`src/rtl/rgb_output_stage.sv`:
```
// Pixel output stage: frame-aligned mode/fill latch, colour select, LATENCY-deep output pipeline.
// Modes: passthrough, colour bars, solid fill, border overlay; blanking and out-of-range force black.
module rgb_output_stage #(
    parameter int unsigned CHAN_W   = 4,
    parameter int unsigned H_ACTIVE = 640,
    parameter int unsigned V_ACTIVE = 480,
    parameter int unsigned LATENCY  = 1
) (
    input  logic                  clk,
    input  logic                  rst,
    input  logic                  en,
    input  logic [9:0]            row,
    input  logic [9:0]            column,
    input  logic [3*CHAN_W-1:0]   colour_data,
    input  logic [1:0]            mode,
    input  logic [3*CHAN_W-1:0]   fill_colour,
    output logic [CHAN_W-1:0]     r,
    output logic [CHAN_W-1:0]     g,
    output logic [CHAN_W-1:0]     b,
    output logic                  en_out,
    output logic [1:0]            mode_active
);

    localparam int unsigned PIX_W = 3 * CHAN_W;
    localparam int unsigned BAR_W = H_ACTIVE / 8;

    typedef enum logic [1:0] {
        MODE_PASS   = 2'b00,
        MODE_BARS   = 2'b01,
        MODE_FILL   = 2'b10,
        MODE_BORDER = 2'b11
    } mode_e;

    mode_e             mode_q, mode_d;
    logic [PIX_W-1:0]  fill_q, fill_d;
    logic              frame_start;
    logic [2:0]        bar_k;
    logic              on_border;
    logic              out_of_range;
    logic [PIX_W-1:0]  pix_d;
    logic [PIX_W:0]    pipe_q [LATENCY];

    assign frame_start = en && (row == 10'd0) && (column == 10'd0);

    // The (0,0) pixel renders with the values being latched on this same edge.
    always_comb begin
        mode_d = mode_q;
        fill_d = fill_q;
        if (frame_start) begin
            mode_d = mode_e'(mode);
            fill_d = fill_colour;
        end
    end

    always_comb begin
        bar_k = '0;
        for (int unsigned i = 1; i < 8; i++) begin
            if (32'(column) >= i * BAR_W) bar_k = 3'(i);
        end
    end

    assign on_border    = (row == 10'd0) || (32'(row) == V_ACTIVE - 1) ||
                          (column == 10'd0) || (32'(column) == H_ACTIVE - 1);
    assign out_of_range = (32'(row) >= V_ACTIVE) || (32'(column) >= H_ACTIVE);

    // Bar order white..black maps to r=~k[1], g=~k[2], b=~k[0].
    always_comb begin
        pix_d = '0;
        if (en && !out_of_range) begin
            unique case (mode_d)
                MODE_PASS:   pix_d = colour_data;
                MODE_BARS:   pix_d = {{CHAN_W{~bar_k[1]}}, {CHAN_W{~bar_k[2]}}, {CHAN_W{~bar_k[0]}}};
                MODE_FILL:   pix_d = fill_d;
                MODE_BORDER: pix_d = on_border ? '1 : colour_data;
                default:     pix_d = '0;
            endcase
        end
    end

    always_ff @(posedge clk) begin
        if (!rst) begin
            mode_q <= MODE_PASS;
            fill_q <= '0;
            for (int unsigned i = 0; i < LATENCY; i++) pipe_q[i] <= '0;
        end else begin
            mode_q    <= mode_d;
            fill_q    <= fill_d;
            pipe_q[0] <= {en, pix_d};
            for (int unsigned i = 1; i < LATENCY; i++) pipe_q[i] <= pipe_q[i-1];
        end
    end

    assign en_out      = pipe_q[LATENCY-1][PIX_W];
    assign r           = pipe_q[LATENCY-1][3*CHAN_W-1:2*CHAN_W];
    assign g           = pipe_q[LATENCY-1][2*CHAN_W-1:CHAN_W];
    assign b           = pipe_q[LATENCY-1][CHAN_W-1:0];
    assign mode_active = mode_q;

endmodule

```
`config.mk`:
```
export PLATFORM = sky130hd
export DESIGN_NAME = rgb_output_stage
export DESIGN_NICKNAME = d
export VERILOG_FILES = /design/src/rtl/rgb_output_stage.sv
export SDC_FILE = /design/constraint.sdc
export NUM_CORES = 1
export LEC_CHECK = 0
export BUFFER_PORTS_ARGS = -buffer_cell sky130_fd_sc_hd__clkbuf_2
export CAP_MARGIN = 20
export CELL_PAD_IN_SITES_DETAIL_PLACEMENT = 1
export CELL_PAD_IN_SITES_GLOBAL_PLACEMENT = 1
export CORE_UTILIZATION = 30
export CTS_CLUSTER_DIAMETER = 100
export DETAILED_ROUTE_END_ITERATION = 12
export PLACE_DENSITY_LB_ADDON = 0.08
export SLEW_MARGIN = 5
export SYNTH_ARGS = -nofsm -noshare
export SYNTH_HDL_FRONTEND = slang
export SYNTH_SLANG_ARGS = --single-unit
```
`constraint.sdc`:
```
create_clock -name clk -period 1.86 [get_ports clk]
set_input_delay 0.279 -clock clk [delete_from_list [all_inputs] [get_ports clk]]
set_output_delay 0.279 -clock clk [all_outputs]
set_load 0.02 [all_outputs]
```
; After elaboration in Yosys (flattened, before gate mapping)
; Memory sizes are Yosys's and may differ from the RTL's.
; Cells that the tools add are included.
[word_totals]
ff_bits = 14
latchBits = 0
ram_bits = 13
romBits = 0
input_bits = 49
out_inout_bits = 15
wordCells = 48
n_memories = 1
[memory_table]
columns = name, depth, word_bits, read_ports, rd_clocked_by_memory_dff, write_ports, line
row1 = pipe_q, 1, 13, 1, 0, 1, 41  ; logic [PIX_W:0] pipe_q [LATENCY];
[classes]
add_sub_neg = 0
mul = 0
n_div = 0
order_cmp = 9
n_eq_ne = 5
shifts = 0
muxes = 16
n_bitwise = 3
reduce_logical = 12
[ops]
columns = operator, n
row1 = $pmux 12 s4, 1
row2 = $ge 10x9->1 const B, 4
row3 = $mux 12, 3
row4 = $ge 10x10->1 const B, 2
row5 = $ge 10x8->1 const B, 2
row6 = $logic_not 10->1, 2
row7 = $mux 3, 6
row8 = $mux 13, 1
row9 = $reduce_or 13->1, 1
row10 = $eq 10x10->1 const B, 1
row11 = $eq 10x9->1 const B, 1
row12 = $ge 10x7->1 const B, 1
row13 = $eq 2x2->1 const B, 2
row14 = $logic_or 1x1->1, 4
row15 = $mux 1, 4
row16 = $logic_and 1x1->1, 3
row17 = $not 1->1, 3
row18 = $eq 2x1->1 const B, 1
row19 = $logic_not 2->1, 1
row20 = $mux 2, 1
row21 = $logic_not 1->1, 1

; Longest topological paths before layout
[depth]
word_depth = 12
ltp_mapped = 9
mapped_depth_nobuf = 6

; Worst setup path after synthesis
; OpenSTA, ideal clock, no wires.
[synth_path]
path_kind = input to register
start = input port column[8]
end = memory pipe_q[0][10] (netlist name)
t_arrival_ns = 1.917
required_ns = 1.745
setup_slack_ns = -0.171
stages = 8
path_buffers = 3
path_cell_list = buf_4 nor3_2 and3_1 buf_2 or4_4 buf_6 o41a_1 o21a_1
[synth_via]
elab_chain_len = 11
elab_cells_between_ends = 32
cone_classes = order compare: 7 / eq/ne: 4 / mux: 12 / bitwise: 1 / reduce/logical: 8
[synth_lines]
columns = item, line
row1 = "start, declared", 13  ; input logic [9:0] column,
row2 = $ge 10x8->1, 58  ; if (32'(column) >= i * BAR_W) bar_k = 3'(i);
row3 = $mux 3 (6 in a row), 58
row4 = $not 1->1, 72  ; MODE_BARS: pix_d = {{CHAN_W{~bar_k[1]}}, {CHAN_W{~bar_k[2]}}, {CHAN_W{~bar_k[0]}}};
row5 = $pmux 12 s4, 70  ; unique case (mode_d)
row6 = $mux 12 (*), 69  ; if (en && !out_of_range) begin
row7 = $mux 13 (no source line) (*), --
row8 = "end, declared", 41
; Every way passes the cells marked *; elsewhere a longest branch is shown, timed or not.

; Worst setup path in the final report
[layout_path]
start = input port row[0]
end = memory pipe_q[0][1] (netlist name)
[layout_via]
elab_chain_len = 8
elab_cells_between_ends = 21
cone_classes = order compare: 1 / eq/ne: 4 / mux: 6 / reduce/logical: 10
[layout_lines]
columns = item, line
row1 = "start, declared", 12  ; input logic [9:0] row,
row2 = $logic_not 10->1 / $eq 10x9->1 (equally long branches), "43, 62"
row3 = $logic_and 1x1->1 / $logic_or 1x1->1 (equally long branches) (2 in a row), "43, 62"
row4 = $mux 2 / $logic_or 1x1->1 (equally long branches), "49, 63"
row5 = "$eq 2x2->1, or another cell as far along", 70
row6 = $pmux 12 s4, 70
row7 = $mux 12 (*), 69
row8 = $mux 13 (no source line) (*), --
; Marked as above.

==> out/qor.tcl <==
set qor(run_status) {finished, final reports clean}
set qor(clk_pin_slew_ns) 0.10
set qor(report.final.hold_viol_count) 0
set qor(muxShareOfSynthArea) 0
set qor(synth-adder-area-share) 0
set qor(largest_net_degree_at_the_start_of_global_routing) 16
set qor(cp_data_arrival_time_ns) 1.84
set qor(worstHoldStart) {colour_data[11]}
set qor(final_util) 0.449
set qor(rsz0062_at_grt) {no}
set qor(holdBufCountCts) 0
set qor(synth_compound_gate_area_share) 0.317
set qor(synth-simple-area-share) 0.285
set qor(critical_path.reg2reg.endpoint) {pipe_q[0][9]$_SDFF_PN0_}
set qor(ys_seq_elements) 27
set qor(syn_area_um2) 1600
set qor(setup_violation_total_in_the_final_timing_report) 0
set qor(cts_tree) {yes}
set qor(grt_usage) 0.191
set qor(grt_antenna_before_repair) 0
set qor(hold_path_class) {in2reg}
set qor(syn_area_per_cell_um2) 7.46
set qor(timing_worst_slew_pin_value_ns) 0.344
set qor(drv_cap) 0
set qor(main_combinational_cell_family_by_area_after_synthesis) {compound AO/OA/AOI/OAI gates}
set qor(final_min_period_over_clock_period) 0.910
set qor(worstSkewPairLatency_ns) 0.27
set qor(number_of_nets_in_the_finished_design) 356
set qor(post-route-drc-count) 0
set qor(inserted_clock_buffers) 3
set qor(globalplace.congestion) 0.750
set qor(diodes) 0
set qor(achievable_frequency_ghz) 0.591
set qor(die_width_um) 75.1
set qor(crit_required_ns) 2.01
set qor(power_density_nw_per_um2) 481
set qor(worst-r2r-cell-count) 4
set qor(drt-vias-per-instance) 4.97
set qor(synth-edff-count) 0
set qor(number_of_different_library_cells_in_the_post_synthesis_netlist) 40
set qor(tns_ns) 0
set qor(drtAntennaViolNets) 0
set qor(timing.reg2reg.setup_slack_ns) 0.33
set qor(layout.cells.most_common) {sky130_fd_sc_hd__clkbuf_2}
set qor(post_route_cells_drive_above_1_share) 0.366
set qor(ioPinCount) 64
set qor(ys_async_sr_fraction) 0
set qor(yosysWarnings) 0
set qor(synth.area.top_cells) {sky130_fd_sc_hd__dfxtp_1, sky130_fd_sc_hd__nand2_1, sky130_fd_sc_hd__a21boi_0, sky130_fd_sc_hd__a31oi_1, sky130_fd_sc_hd__o21ai_0}
set qor(setup.worst_path.start_class) {primary input}
set qor(synth_top_cell_area_share) 0.337
set qor(initial_utilization) 0.312
set qor(layout_setup_ws_ns) 0.167
set qor(worst_clock_skew_ns) 0.00351
set qor(floorplan.die_area_um2) 5640
set qor(holdPathEnd) {pipe_q[0][11]$_SDFF_PN0_}
set qor(dp.final_hpwl_um) 4250
set qor(grt_pass1_wl_um) 8250
set qor(crit_fanout) 8
set qor(synth_top_area_cell) {sky130_fd_sc_hd__dfxtp_1}
set qor(category_of_the_critical_setup_timing_path) {in2reg}
set qor(cts_post_setup_buffers_inserted) 0
set qor(cts.root.buffer_cell) {sky130_fd_sc_hd__clkbuf_8}
set qor(clock_sink_count) 27
set qor(layout.cells.most_common_list) {sky130_fd_sc_hd__clkbuf_2, sky130_fd_sc_hd__buf_4, sky130_fd_sc_hd__nand2_1, sky130_fd_sc_hd__dfxtp_1, sky130_fd_sc_hd__a31oi_1}
set qor(ys_seq_area_frac) 0.337
set qor(slew_violations) 0
set qor(end_kind) {flip-flop}
set qor(htree_levels) 1
set qor(worst_r2r_startpoint) {mode_active[1]$_SDFF_PN0_}
set qor(post-place-ws_ns) -0.355
set qor(power.ir.vdd_worst_uv) 313
set qor(postSynth.topFlopCell) {sky130_fd_sc_hd__dfxtp_1}
set qor(die_height_um) 75.1
set qor(drt_iter0_drc) 79
set qor(via_count_of_the_first_global_routing_pass) 1754
set qor(p_leak_nw) 0.985
set qor(placement_rows) 26
set qor(drt_pre_antenna_iters) 4
set qor(overall_routed_net_length_um) 5170
set qor(gr-total-overflow) 0
set qor(slew_headroom) 0.770
set qor(avgRoutedWirePerCell_um) 13.7
set qor(hold_path_depth) 2
set qor(period_minus_slack_ns) 1.69
set qor(synth_xor_xnor_area_share) 0.00546
set qor(core_um2) 5140
set qor(dr_total_vias) 1869
set qor(area.growth.synth_to_final_pct) 43.8
set qor(clock_path_buffers) 2
set qor(synth_fp_nets) 264
set qor(syn-instance-count) 215
set qor(placement.io_buffers) 63
[cell families (layout without fill, tap and decap cells)]
kind of cell | Yosys count | in the layout
simple gates | 88 | 88
flops | 27 | 27
xor+xnor | 1 | 1
buf+inv | 20 | 111
compound gates | 79 | 79
[Yosys cell counts (4+ instances only)]
cell	number
sky130_fd_sc_hd__a21boi_0	14
sky130_fd_sc_hd__a21oi_1	13
sky130_fd_sc_hd__a31oi_1	16
sky130_fd_sc_hd__clkbuf_1	8
sky130_fd_sc_hd__dfxtp_1	27
sky130_fd_sc_hd__inv_1	8
sky130_fd_sc_hd__nand2_1	32
sky130_fd_sc_hd__nand2b_1	4
sky130_fd_sc_hd__nand3_1	6
sky130_fd_sc_hd__nand3b_1	6
sky130_fd_sc_hd__nor2_1	9
sky130_fd_sc_hd__nor2b_1	4
sky130_fd_sc_hd__nor3_1	6
sky130_fd_sc_hd__nor4_1	6
sky130_fd_sc_hd__o21a_1	9
sky130_fd_sc_hd__o21ai_0	15
sky130_fd_sc_hd__o31ai_1	4
[metrics by stage]
| stage | power [mW] | area (um2) | hold slack (ns) | std cells |
|---|---|---|---|---|
| 2_1_floorplan | 0.664 | 1610 | 0.387 | 215 |
| 3_3_place_gp | 0.779 | 2220 | 0.446 | 372 |
| 3_5_place_dp | 0.779 | 2220 | 0.463 | 372 |
| 4_1_cts | 1.12 | 2270 | 0.211 | 376 |
| 5_1_grt | 1.18 | 2310 | 0.206 | 376 |
| 6_report | 1.11 | 2310 | 0.213 | 376 |
[critical path, cell delays in order]
cell,delay (ns)
sky130_fd_sc_hd__clkbuf_2,0.11
sky130_fd_sc_hd__nor4_4,0.30
sky130_fd_sc_hd__nand3_1,0.18
sky130_fd_sc_hd__buf_4,0.18
sky130_fd_sc_hd__nor4_1,0.27
sky130_fd_sc_hd__a21oi_1,0.10
sky130_fd_sc_hd__buf_4,0.18
sky130_fd_sc_hd__o21ai_0,0.18
sky130_fd_sc_hd__a31oi_1,0.07
[cell type report]
cell class	instances	area, um2
multi-input combinational	168	1020
clock buffer	3	41.3
timing repair buffer	99	586
tap	70	87.6
fill	708	2830
inverter	8	30.0
clock inverter	1	5.00
sequential	27	541
[flip-flops by register name, indices dropped and copies added (netlist names)]
register	cells
pipe_q	13
fill_q	12
mode_active	2
[metal layers]
| layer | GRT usage | vias up | part of all wire |
|---|---|---|---|
| met5 | 0 | - | 0 |
| met4 | 0.0252 | 0 | 0.0035 |
| met3 | 0.0254 | 2 | 0.039 |
| met2 | 0.325 | 37 | 0.47 |
| met1 | 0.262 | 866 | 0.49 |
| li1 | - | 964 | - |
[timing repair]
item	CTS	global route
resized for setup	1	5
setup endpoints to repair	3	12
endpoints found under the hold margin	0	0
[worst max path at each step]
| stage | from | to | slack [ns] |
|---|---|---|---|
| 2_1_floorplan | column[8] | pipe_q[0][10]$_SDFF_PN0_ | -0.14 |
| 3_3_place_gp | row[0] | pipe_q[0][6]$_SDFF_PN0_ | -0.29 |
| 3_5_place_dp | row[0] | pipe_q[0][4]$_SDFF_PN0_ | -0.35 |
| 4_1_cts | row[0] | pipe_q[0][4]$_SDFF_PN0_ | 0.01 |
| 5_1_grt | column[9] | pipe_q[0][1]$_SDFF_PN0_ | 0.02 |
| 6_report | row[0] | pipe_q[0][1]$_SDFF_PN0_ | 0.17 |
[power by group]
group,internal [mW],switching [mW],total [mW]
registers,0.583,0.00140,0.585
clock network,0.150,0.189,0.339
logic,0.0932,0.0927,0.186
(Power assumes the default switching activity.)
